<file path="src/rtl/muldiv_unit.sv">
// Iterative RV32M multiply/divide engine: one radix-2 step per cycle, with abort
// support and the RISC-V divide-by-zero / signed-overflow results.
module muldiv_unit #(
  parameter  int XLEN       = 32,
  parameter  int REG_ADDR_W = 5,
  localparam int CNT_W      = $clog2(XLEN) + 1
) (
  input  logic                  clk,
  input  logic                  rst,
  input  logic                  start_i,
  input  logic [2:0]            op_i,
  input  logic [XLEN-1:0]       rs1_rdata,
  input  logic [XLEN-1:0]       rs2_rdata,
  input  logic [REG_ADDR_W-1:0] rd_waddr,
  input  logic                  abort_i,
  output logic                  hold_o,
  output logic                  busy_o,
  output logic                  result_valid_o,
  output logic [XLEN-1:0]       result_o,
  output logic [REG_ADDR_W-1:0] rd_waddr_o
);

  typedef enum logic [1:0] {
    IDLE = 2'd0,
    CALC = 2'd1,
    FIX  = 2'd2,
    DONE = 2'd3
  } state_e;

  localparam logic [XLEN-1:0]  MIN_INT  = {1'b1, {(XLEN-1){1'b0}}};
  localparam logic [CNT_W-1:0] LAST_CNT = CNT_W'(XLEN - 1);

  state_e                  state_q;
  logic [2:0]              op_q;
  logic [REG_ADDR_W-1:0]   rd_q;
  logic [REG_ADDR_W-1:0]   rd_out_q;
  logic                    a_neg_q;
  logic                    neg_q;
  logic [XLEN-1:0]         opnd_q;
  logic [XLEN-1:0]         result_q;
  logic [2*XLEN-1:0]       acc_q;
  logic [CNT_W-1:0]        cnt_q;
  logic                    valid_q;

  logic                    is_div_s;
  logic                    a_neg_s;
  logic                    b_neg_s;
  logic [XLEN-1:0]         a_abs_s;
  logic [XLEN-1:0]         b_abs_s;
  logic                    special_s;
  logic [XLEN-1:0]         special_res_s;
  logic [XLEN:0]           mul_sum_s;
  logic [XLEN:0]           div_part_s;
  logic [XLEN:0]           div_diff_s;
  logic [2*XLEN-1:0]       acc_d;
  logic [2*XLEN-1:0]       prod_s;
  logic [XLEN-1:0]         quot_s;
  logic [XLEN-1:0]         rem_s;
  logic [XLEN-1:0]         fix_res_d;

  // Dispatch decode: operand signs, magnitudes and the early-out cases
  always_comb begin
    is_div_s = op_i[2];
    a_neg_s  = rs1_rdata[XLEN-1] & (is_div_s ? ~op_i[0] : (op_i[1:0] != 2'b11));
    b_neg_s  = rs2_rdata[XLEN-1] & (is_div_s ? ~op_i[0] : ~op_i[1]);
    a_abs_s  = a_neg_s ? -rs1_rdata : rs1_rdata;
    b_abs_s  = b_neg_s ? -rs2_rdata : rs2_rdata;
    if (is_div_s && (rs2_rdata == '0)) begin
      special_s     = 1'b1;
      special_res_s = op_i[1] ? rs1_rdata : '1;
    end else if (is_div_s && !op_i[0] && (rs1_rdata == MIN_INT) && (rs2_rdata == '1)) begin
      special_s     = 1'b1;
      special_res_s = op_i[1] ? '0 : rs1_rdata;
    end else begin
      special_s     = 1'b0;
      special_res_s = '0;
    end
  end

  // Iteration step: acc holds {high product, multiplier} or {remainder, dividend/quotient}
  always_comb begin
    mul_sum_s  = {1'b0, acc_q[2*XLEN-1:XLEN]} + (acc_q[0] ? {1'b0, opnd_q} : '0);
    div_part_s = acc_q[2*XLEN-1:XLEN-1];
    div_diff_s = div_part_s - {1'b0, opnd_q};
    if (op_q[2]) begin
      if (!div_diff_s[XLEN]) begin
        acc_d = {div_diff_s[XLEN-1:0], acc_q[XLEN-2:0], 1'b1};
      end else begin
        acc_d = {div_part_s[XLEN-1:0], acc_q[XLEN-2:0], 1'b0};
      end
    end else begin
      acc_d = {mul_sum_s, acc_q[XLEN-1:1]};
    end
  end

  // Sign correction and result selection applied in FIX
  always_comb begin
    prod_s = neg_q ? -acc_q : acc_q;
    quot_s = neg_q ? -acc_q[XLEN-1:0] : acc_q[XLEN-1:0];
    rem_s  = a_neg_q ? -acc_q[2*XLEN-1:XLEN] : acc_q[2*XLEN-1:XLEN];
    if (op_q[2]) begin
      fix_res_d = op_q[1] ? rem_s : quot_s;
    end else begin
      fix_res_d = (op_q[1:0] == 2'b00) ? prod_s[XLEN-1:0] : prod_s[2*XLEN-1:XLEN];
    end
  end

  // Control FSM with the datapath registers and registered result outputs
  always_ff @(posedge clk) begin
    if (rst) begin
      state_q  <= IDLE;
      op_q     <= 3'b000;
      rd_q     <= '0;
      rd_out_q <= '0;
      a_neg_q  <= 1'b0;
      neg_q    <= 1'b0;
      opnd_q   <= '0;
      result_q <= '0;
      acc_q    <= '0;
      cnt_q    <= '0;
      valid_q  <= 1'b0;
    end else begin
      valid_q <= 1'b0;
      case (state_q)
        IDLE: begin
          if (start_i && !abort_i) begin
            op_q    <= op_i;
            rd_q    <= rd_waddr;
            a_neg_q <= a_neg_s;
            neg_q   <= a_neg_s ^ b_neg_s;
            cnt_q   <= '0;
            if (special_s) begin
              result_q <= special_res_s;
              rd_out_q <= rd_waddr;
              valid_q  <= 1'b1;
              state_q  <= DONE;
            end else begin
              opnd_q  <= is_div_s ? b_abs_s : a_abs_s;
              acc_q   <= {{XLEN{1'b0}}, (is_div_s ? a_abs_s : b_abs_s)};
              state_q <= CALC;
            end
          end
        end
        CALC: begin
          if (abort_i) begin
            state_q <= IDLE;
          end else begin
            acc_q <= acc_d;
            cnt_q <= cnt_q + 1'b1;
            if (cnt_q == LAST_CNT) begin
              state_q <= FIX;
            end
          end
        end
        FIX: begin
          if (abort_i) begin
            state_q <= IDLE;
          end else begin
            result_q <= fix_res_d;
            rd_out_q <= rd_q;
            valid_q  <= 1'b1;
            state_q  <= DONE;
          end
        end
        DONE: begin
          state_q <= IDLE;
        end
        default: begin
          state_q <= IDLE;
        end
      endcase
    end
  end

  assign hold_o         = ((state_q == IDLE) && start_i) || (state_q == CALC) || (state_q == FIX);
  assign busy_o         = (state_q != IDLE);
  assign result_valid_o = valid_q & ~abort_i;
  assign result_o       = result_q;
  assign rd_waddr_o     = rd_out_q;

endmodule

</file>
<file path="config.mk">
export PLATFORM = sky130hd
export DESIGN_NAME = muldiv_unit
export DESIGN_NICKNAME = d
export VERILOG_FILES = /design/src/rtl/muldiv_unit.sv
export SDC_FILE = /design/constraint.sdc
export NUM_CORES = 1
export LEC_CHECK = 0
export BUFFER_PORTS_ARGS = -buffer_cell sky130_fd_sc_hd__buf_2
export CORE_AREA = 3 3 133 199
export DETAILED_ROUTE_END_ITERATION = 12
export DIE_AREA = 0 0 136 202
export PLACE_DENSITY = 0.84
export REMOVE_ABC_BUFFERS = 1
export SETUP_SLACK_MARGIN = 0.02
export SYNTH_ARGS = -nofsm -noshare
export SYNTH_HDL_FRONTEND = slang
export SYNTH_SLANG_ARGS = --single-unit
</file>
<file path="constraint.sdc">
create_clock -name clk -period 8.47 [get_ports clk]
set_input_delay 1.694 -clock clk [delete_from_list [all_inputs] [get_ports clk]]
set_output_delay 1.694 -clock clk [all_outputs]
set_load 0.05 [all_outputs]
</file>
==> flow_metrics.env, run 1 <==
export IMPL_root_buffer="clkbuf_16"
export IMPL_syn_instance_count=2086
export IMPL_grt_max_degree=72
export IMPL_p_leak_uw=0.00630
export IMPL_fin_crit_sh_pct=62.1
export IMPL_first_iter_violations=1718
export IMPL_clkTransAtPathRegs_ps=70
export IMPL_num_nets_final=2226
export IMPL_cts_hold_buf=0
export IMPL_cts_tree="built"
export IMPL_synth_edff_count=0
export IMPL_grt_pass1_vias=15500
export IMPL_max_vdd_ir_drop_uv=118
export IMPL_drt_pass1_iterations=6
export IMPL_vias=16200
export IMPL_fmax_mhz=190
export IMPL_place_port_buffers=115
export IMPL_gr_usage_all_layers_pct=38.2
export IMPL_cp_required_ps=8800
export IMPL_avgSynthCellArea_um2=7.11
export IMPL_rsz0062_at_grt="no"
export IMPL_cts_sinks=152
export IMPL_netlist_area_mm2=0.0148
export IMPL_syn2layout_area_growth_pct=7.62
export IMPL_grt_pass1_wl_um=83100
export IMPL_die_h_um=202
export IMPL_finalHoldViolCount=0
export IMPL_reg2reg_setup_slack_ps=3610
export IMPL_async_reset_ff_share_pct=0
export IMPL_fin_cells=2419
export IMPL_detail_route_wl_per_cell_um=22.1
export IMPL_final_max_slew_viol_count=0
export IMPL_cp_max_fo=31
export IMPL_dieArea_mm2=0.0275
export IMPL_htree_num_levels=4
export IMPL_io_pins=116
export IMPL_synth_flop_cell="dfxtp_1"
export IMPL_synth_seq_area_share_pct=20.5
export IMPL_status="completed"
export IMPL_synth_area_leaders="dfxtp_1 (21%), nor2_1 (6.7%), xnor2_1 (6.2%)"
export IMPL_grt_antenna_before_repair=0
export IMPL_cts_buffer_depth=2
export IMPL_rows=71
export IMPL_fin_crit_ps=5260
export IMPL_crit_type="in2reg"
export IMPL_synth_top_area_cell="dfxtp_1"
export IMPL_diodes=0
export IMPL_worstSkewPairLatency_ps=450
export IMPL_post_cts_resized=0
export IMPL_drtAntennaViolNets=0
export IMPL_place_congestion=0.975
export IMPL_cap_viol_max_count=0
export IMPL_drive_above_1_share_pct=10.0
export IMPL_yosysUniqueCellTypes=74
export IMPL_hp_class="reg2reg"
export IMPL_route_detailed_drc=0
export IMPL_initial_utilization_pct=59.2
export IMPL_cts_setup_buffers=0
export IMPL_dp_slack_ps=2850
export IMPL_setup_tns_ps=0
export IMPL_fp_coreArea_mm2=0.0251
export IMPL_worst_slack_ps=3210
export IMPL_tightestPinTransition_ps=1320
export IMPL_grt_overflow_total=0
export IMPL_dp_cells=2387
export IMPL_viasPerCell=6.71
export IMPL_setup_viol=0
export IMPL_clock_skew_ps=16.5
export IMPL_power_density_mw_per_mm2=139
export IMPL_hpwl_um=40400
export IMPL_cp_start_kind="input pin"
export IMPL_yosysTopAreaCellShare_pct=20.5
export IMPL_routed_wirelength_um=53500
export IMPL_crit_arrival_ps=5590
export IMPL_ys_seq_elements=152
export IMPL_relSlewSlack_pct=11.8
export IMPL_worstSetupEndpointType="flop"
export IMPL_die_w_um=136
export IMPL_cts_made_buffers=17
export IMPL_synth_warnings=0
critical path, cell delays in order:
cell	delay, ps
buf_2	140
or4_1	630
or3_4	410
nor4_4	480
nand2_1	170
nor2_2	180
o21ai_1	140
a211oi_4	700
buf_4	470
nor2_2	220
a22oi_1	220
o21ai_0	100
report_power, final:
group	internal, uW	switching, uW
logic	232	422
registers	746	48.1
clock network	423	343
worst paths after layout:
kind                startpoint           end  cells past startpoint
setup / recovery  rs1_rdata[6]  result_o[30]                     12
hold / removal         rd_q[1]       rd_q[1]                      2
setup reg to reg      acc_q[0]  result_o[20]                     10
hold reg to reg        rd_q[1]       rd_q[1]                      2
layer usage:
layer,part of all wire (%),wire (um),GRT usage [%]
met1,37,19700,44.5
met2,47,25100,62.9
met3,7.5,3990,5.18
met4,8.9,4770,28.4
met5,0,0,0
cells by family after synthesis:
group | count (synthesis) | synth area share (%)
flops | 152 | 20.5
simple gates | 699 | 21.9
buf+inv | 227 | 5.97
compound gates | 668 | 29.0
mux | 67 | 4.53
xor+xnor | 201 | 11.9
fa+ha+maj | 72 | 6.18
Yosys cell counts, drive strengths merged (13+ instances only):
| cell | instances |
|---|---|
| a211oi | 38 |
| a21o | 36 |
| a21oi | 171 |
| a22oi | 26 |
| a311oi | 23 |
| a31oi | 22 |
| buf | 21 |
| clkbuf | 144 |
| dfxtp | 152 |
| ha | 70 |
| inv | 61 |
| mux2i | 66 |
| nand2 | 179 |
| nand2b | 22 |
| nand3 | 32 |
| nand4 | 19 |
| nor2 | 266 |
| nor3 | 67 |
| nor4 | 20 |
| o211ai | 34 |
| o21a | 14 |
| o21ai | 177 |
| o221ai | 13 |
| o31ai | 32 |
| o41ai | 15 |
| or3 | 23 |
| or4 | 16 |
| xnor2 | 105 |
| xor2 | 96 |
stage by stage:
stage | hold slack (ps) | area, um2 | util (%) | total power, uW
after floorplan | 426 | 14200 | - | 1230
after global placement | 440 | 15400 | 61.4 | 1420
after detailed placement | 446 | 15400 | 61.4 | 1440
after CTS | 455 | 16000 | 63.7 | 2190
after global routing | 477 | 16000 | 63.7 | 2290
final | 453 | 16000 | 63.7 | 2210
flip-flops by register name, summed over array words and instances, names as in the netlist:
name        flops
acc_q          64
opnd_q         32
result_o       32
cnt_q           6
rd_q            5
rd_waddr_o      5
op_q            3
state_q         2
a_neg_q         1
neg_q           1
valid_q         1
final cells by class:
type | count | area [um2]
Inverter | 62 | 233
Tap cell | 328 | 410
Clock buffer | 20 | 457
Clock inverter | 12 | 115
Timing Repair Buffer | 138 | 751
Fill cell | 2281 | 9090
Multi-Input combinational cell | 1707 | 10900
Sequential cell | 152 | 3050
cell usage in the layout, fill, tap and decap left out, drive strengths merged, types with 67 or more instances in the layout:
master and instances:
nor2 266, buf 138, o21ai 177, ha 70, xnor2 105, nor3 67
dfxtp 152, nand2 179, xor2 96, a21oi 171
Note: power is estimated with default switching activity, not from simulation.
==> run 2: changes to the inputs <==
--- a/config.mk
+++ b/config.mk
@@ -6,10 +6,10 @@
 export NUM_CORES = 1
 export LEC_CHECK = 0
 export BUFFER_PORTS_ARGS = -buffer_cell sky130_fd_sc_hd__buf_2
-export CORE_AREA = 3 3 133 199
+export CORE_AREA = 3 3 137 206
 export DETAILED_ROUTE_END_ITERATION = 12
-export DIE_AREA = 0 0 136 202
-export PLACE_DENSITY = 0.84
+export DIE_AREA = 0 0 140 209
+export PLACE_DENSITY = 0.82
 export REMOVE_ABC_BUFFERS = 1
 export SETUP_SLACK_MARGIN = 0.02
 export SYNTH_ARGS = -nofsm -noshare
==> constraint.sdc (replaced) <==
create_clock -name clk -period 4.4 [get_ports clk]
set_input_delay 0.88 -clock clk [delete_from_list [all_inputs] [get_ports clk]]
set_output_delay 0.88 -clock clk [all_outputs]
set_load 0.05 [all_outputs]
==> run 2 against run 1 <==
Against the previous run: routed wire length up 3.1%; non-clock buffer count up 37; combinational power is 97% higher; final cell count up 1.9%; sequential share of layout area shrank 0.42 points; clock skew fell by 2.4 ps; critical path type is now reg2reg.
==> flow_metrics.env, run 2 (same netlist as run 1, synthesis figures left out) <==
export IMPL_status="completed"
export IMPL_grt_pass1_vias=15800
export IMPL_routed_wirelength_um=55100
export IMPL_grt_overflow_total=0
export IMPL_syn2layout_area_growth_pct=10.1
export IMPL_worst_slack_ps=542
export IMPL_rsz0062_at_grt="no"
export IMPL_nFillCells=2424
export IMPL_multi_input_comb_area_mm2=0.0109
export IMPL_drive_above_1_share_pct=11.7
export IMPL_worstSkewPairLatency_ps=450
export IMPL_tightestPinTransition_ps=1330
export IMPL_seqCellArea_mm2=0.00305
export IMPL_rows=73
export IMPL_holdCritStartpoint="opnd_q[11]"
export IMPL_dp_slack_ps=370
export IMPL_cts_sinks=152
export IMPL_fp_coreArea_mm2=0.0265
export IMPL_max_vdd_ir_drop_uv=284
export IMPL_finalHoldViolCount=0
export IMPL_cts_setup_buffers=0
export IMPL_die_w_um=140
export IMPL_r2r_end="acc_q[62]"
export IMPL_cts_made_buffers=17
export IMPL_gr_usage_all_layers_pct=36.7
export IMPL_clock_skew_ps=14.1
export IMPL_setup_viol=0
export IMPL_num_nets_final=2263
export IMPL_die_h_um=209
export IMPL_root_buffer="clkbuf_16"
export IMPL_grt_max_degree=68
export IMPL_fin_util_pct=61.6
export IMPL_reg2reg_setup_slack_ps=540
export IMPL_relSlewSlack_pct=10.8
export IMPL_htree_num_levels=4
export IMPL_cts_buffer_depth=2
export IMPL_route_detailed_drc=0
export IMPL_fin_crit_ps=3860
export IMPL_viasPerCell=6.70
export IMPL_cap_viol_max_count=0
export IMPL_drtAntennaViolNets=0
export IMPL_cp_required_ps=4740
export IMPL_detail_route_wl_per_cell_um=22.4
export IMPL_io_pins=116
export IMPL_hpwl_um=42500
export IMPL_final_max_slew_viol_count=0
export IMPL_dieArea_mm2=0.0293
export IMPL_grt_antenna_before_repair=0
export IMPL_initial_utilization_pct=56.0
export IMPL_fin_crit_sh_pct=87.7
export IMPL_diodes=0
export IMPL_place_port_buffers=115
export IMPL_first_iter_violations=1521
export IMPL_fmax_mhz=259
export IMPL_mostFrequentLayoutCell="nor2_1"
export IMPL_reg2reg_depth=15
export IMPL_largest_register="acc_q"
export IMPL_min_to="opnd_q[11]"
export IMPL_post_cts_resized=0
export IMPL_cts_tree="built"
export IMPL_setup_tns_ps=0
export IMPL_vias=16500
export IMPL_cts_hold_buf=0
export IMPL_place_congestion=1.03
export IMPL_drt_pass1_iterations=6
export IMPL_holdWs_ps=459
export IMPL_placed_area_mm2=0.0157
export IMPL_finish_instance_area_mm2=0.0163
export IMPL_grt_pass1_wl_um=86100
export IMPL_p_leak_uw=0.00651
export IMPL_crit_arrival_ps=4200
export IMPL_clkTransAtPathRegs_ps=70
export IMPL_layout_common_cells="nor2_1 (261), nand2_1 (178), o21ai_0 (172)"
export IMPL_worst_r2r_startpoint="acc_q[0]"
export IMPL_hp_class="reg2reg"
export IMPL_worstSetupEndpointType="flop"
export IMPL_power_density_mw_per_mm2=267
export IMPL_crit_type="reg2reg"
export IMPL_cp_start_kind="flop"
export IMPL_cp_max_fo=20
export IMPL_holdPathStages=2
export IMPL_largest_register_ffs=64
-- run 2: cell types whose count changed in the layout (fill, tap and decap cells not counted), sizes merged --
cell      previous run  this run
clkbuf              20        18
bufinv               1         2
clkinvlp             6         4
clkinv               2         4
inv                 65        66
buf                138       175
-- run 2: metal layers --
layer / wire, um / part of all wire (%) / global-route usage (%)
met1: 19800 / 36 / 41.1
met5: 0 / 0 / 0
met3: 4000 / 7.3 / 5.70
met2: 25800 / 47 / 60.7
met4: 5500 / 10 / 30.1
-- run 2: metrics by stage --
| step | total power (uW) | cells |
|---|---|---|
| final | 4350 | 2465 |
| after global routing | 4510 | 2465 |
| after CTS | 4310 | 2465 |
| after detailed placement | 2810 | 2433 |
| after global placement | 2780 | 2433 |
| after floorplan | 2370 | 1921 |
-- run 2: power breakdown --
group	internal, uW	leakage [uW]	switching (uW)
logic	473	0.00500	814
registers	1440	0.00124	95.6
clock network	848	0.000276	681
-- run 2: worst max-delay path by stage --
stage                  from      endpoint  slack (ps)  cells past startpoint
2_1_floorplan       op_i[2]     acc_q[39]       -1360                      7
3_3_place_gp   rs1_rdata[6]  result_o[22]         460                     11
3_5_place_dp   rs1_rdata[6]  result_o[25]         370                     11
4_1_cts            acc_q[0]     acc_q[62]         550                     15
5_1_grt            acc_q[0]     acc_q[62]         310                     15
6_report           acc_q[0]     acc_q[62]         540                     15
-- run 2: cell type report --
class                           instances  area share [%]
Tap cell                              337            2.58
Clock inverter                         14           0.997
Timing Repair Buffer                  175            6.61
Clock buffer                           18            2.63
Multi-Input combinational cell       1707            67.1
Sequential cell                       152            18.7
Inverter                               62            1.43
-- run 2: worst max-delay path, stage by stage, from the launching register on --
cell and delay, ps:
dfxtp_1 450, inv_1 140, buf_4 210, buf_4 220, nor2_1 140, ha_1 190
a21oi_1 120, a21boi_0 150, a31o_2 240, a311o_1 370, a211oi_1 360, nor2_1 180
o31ai_1 450, a311oi_1 190, xnor2_1 170, a21o_1 190
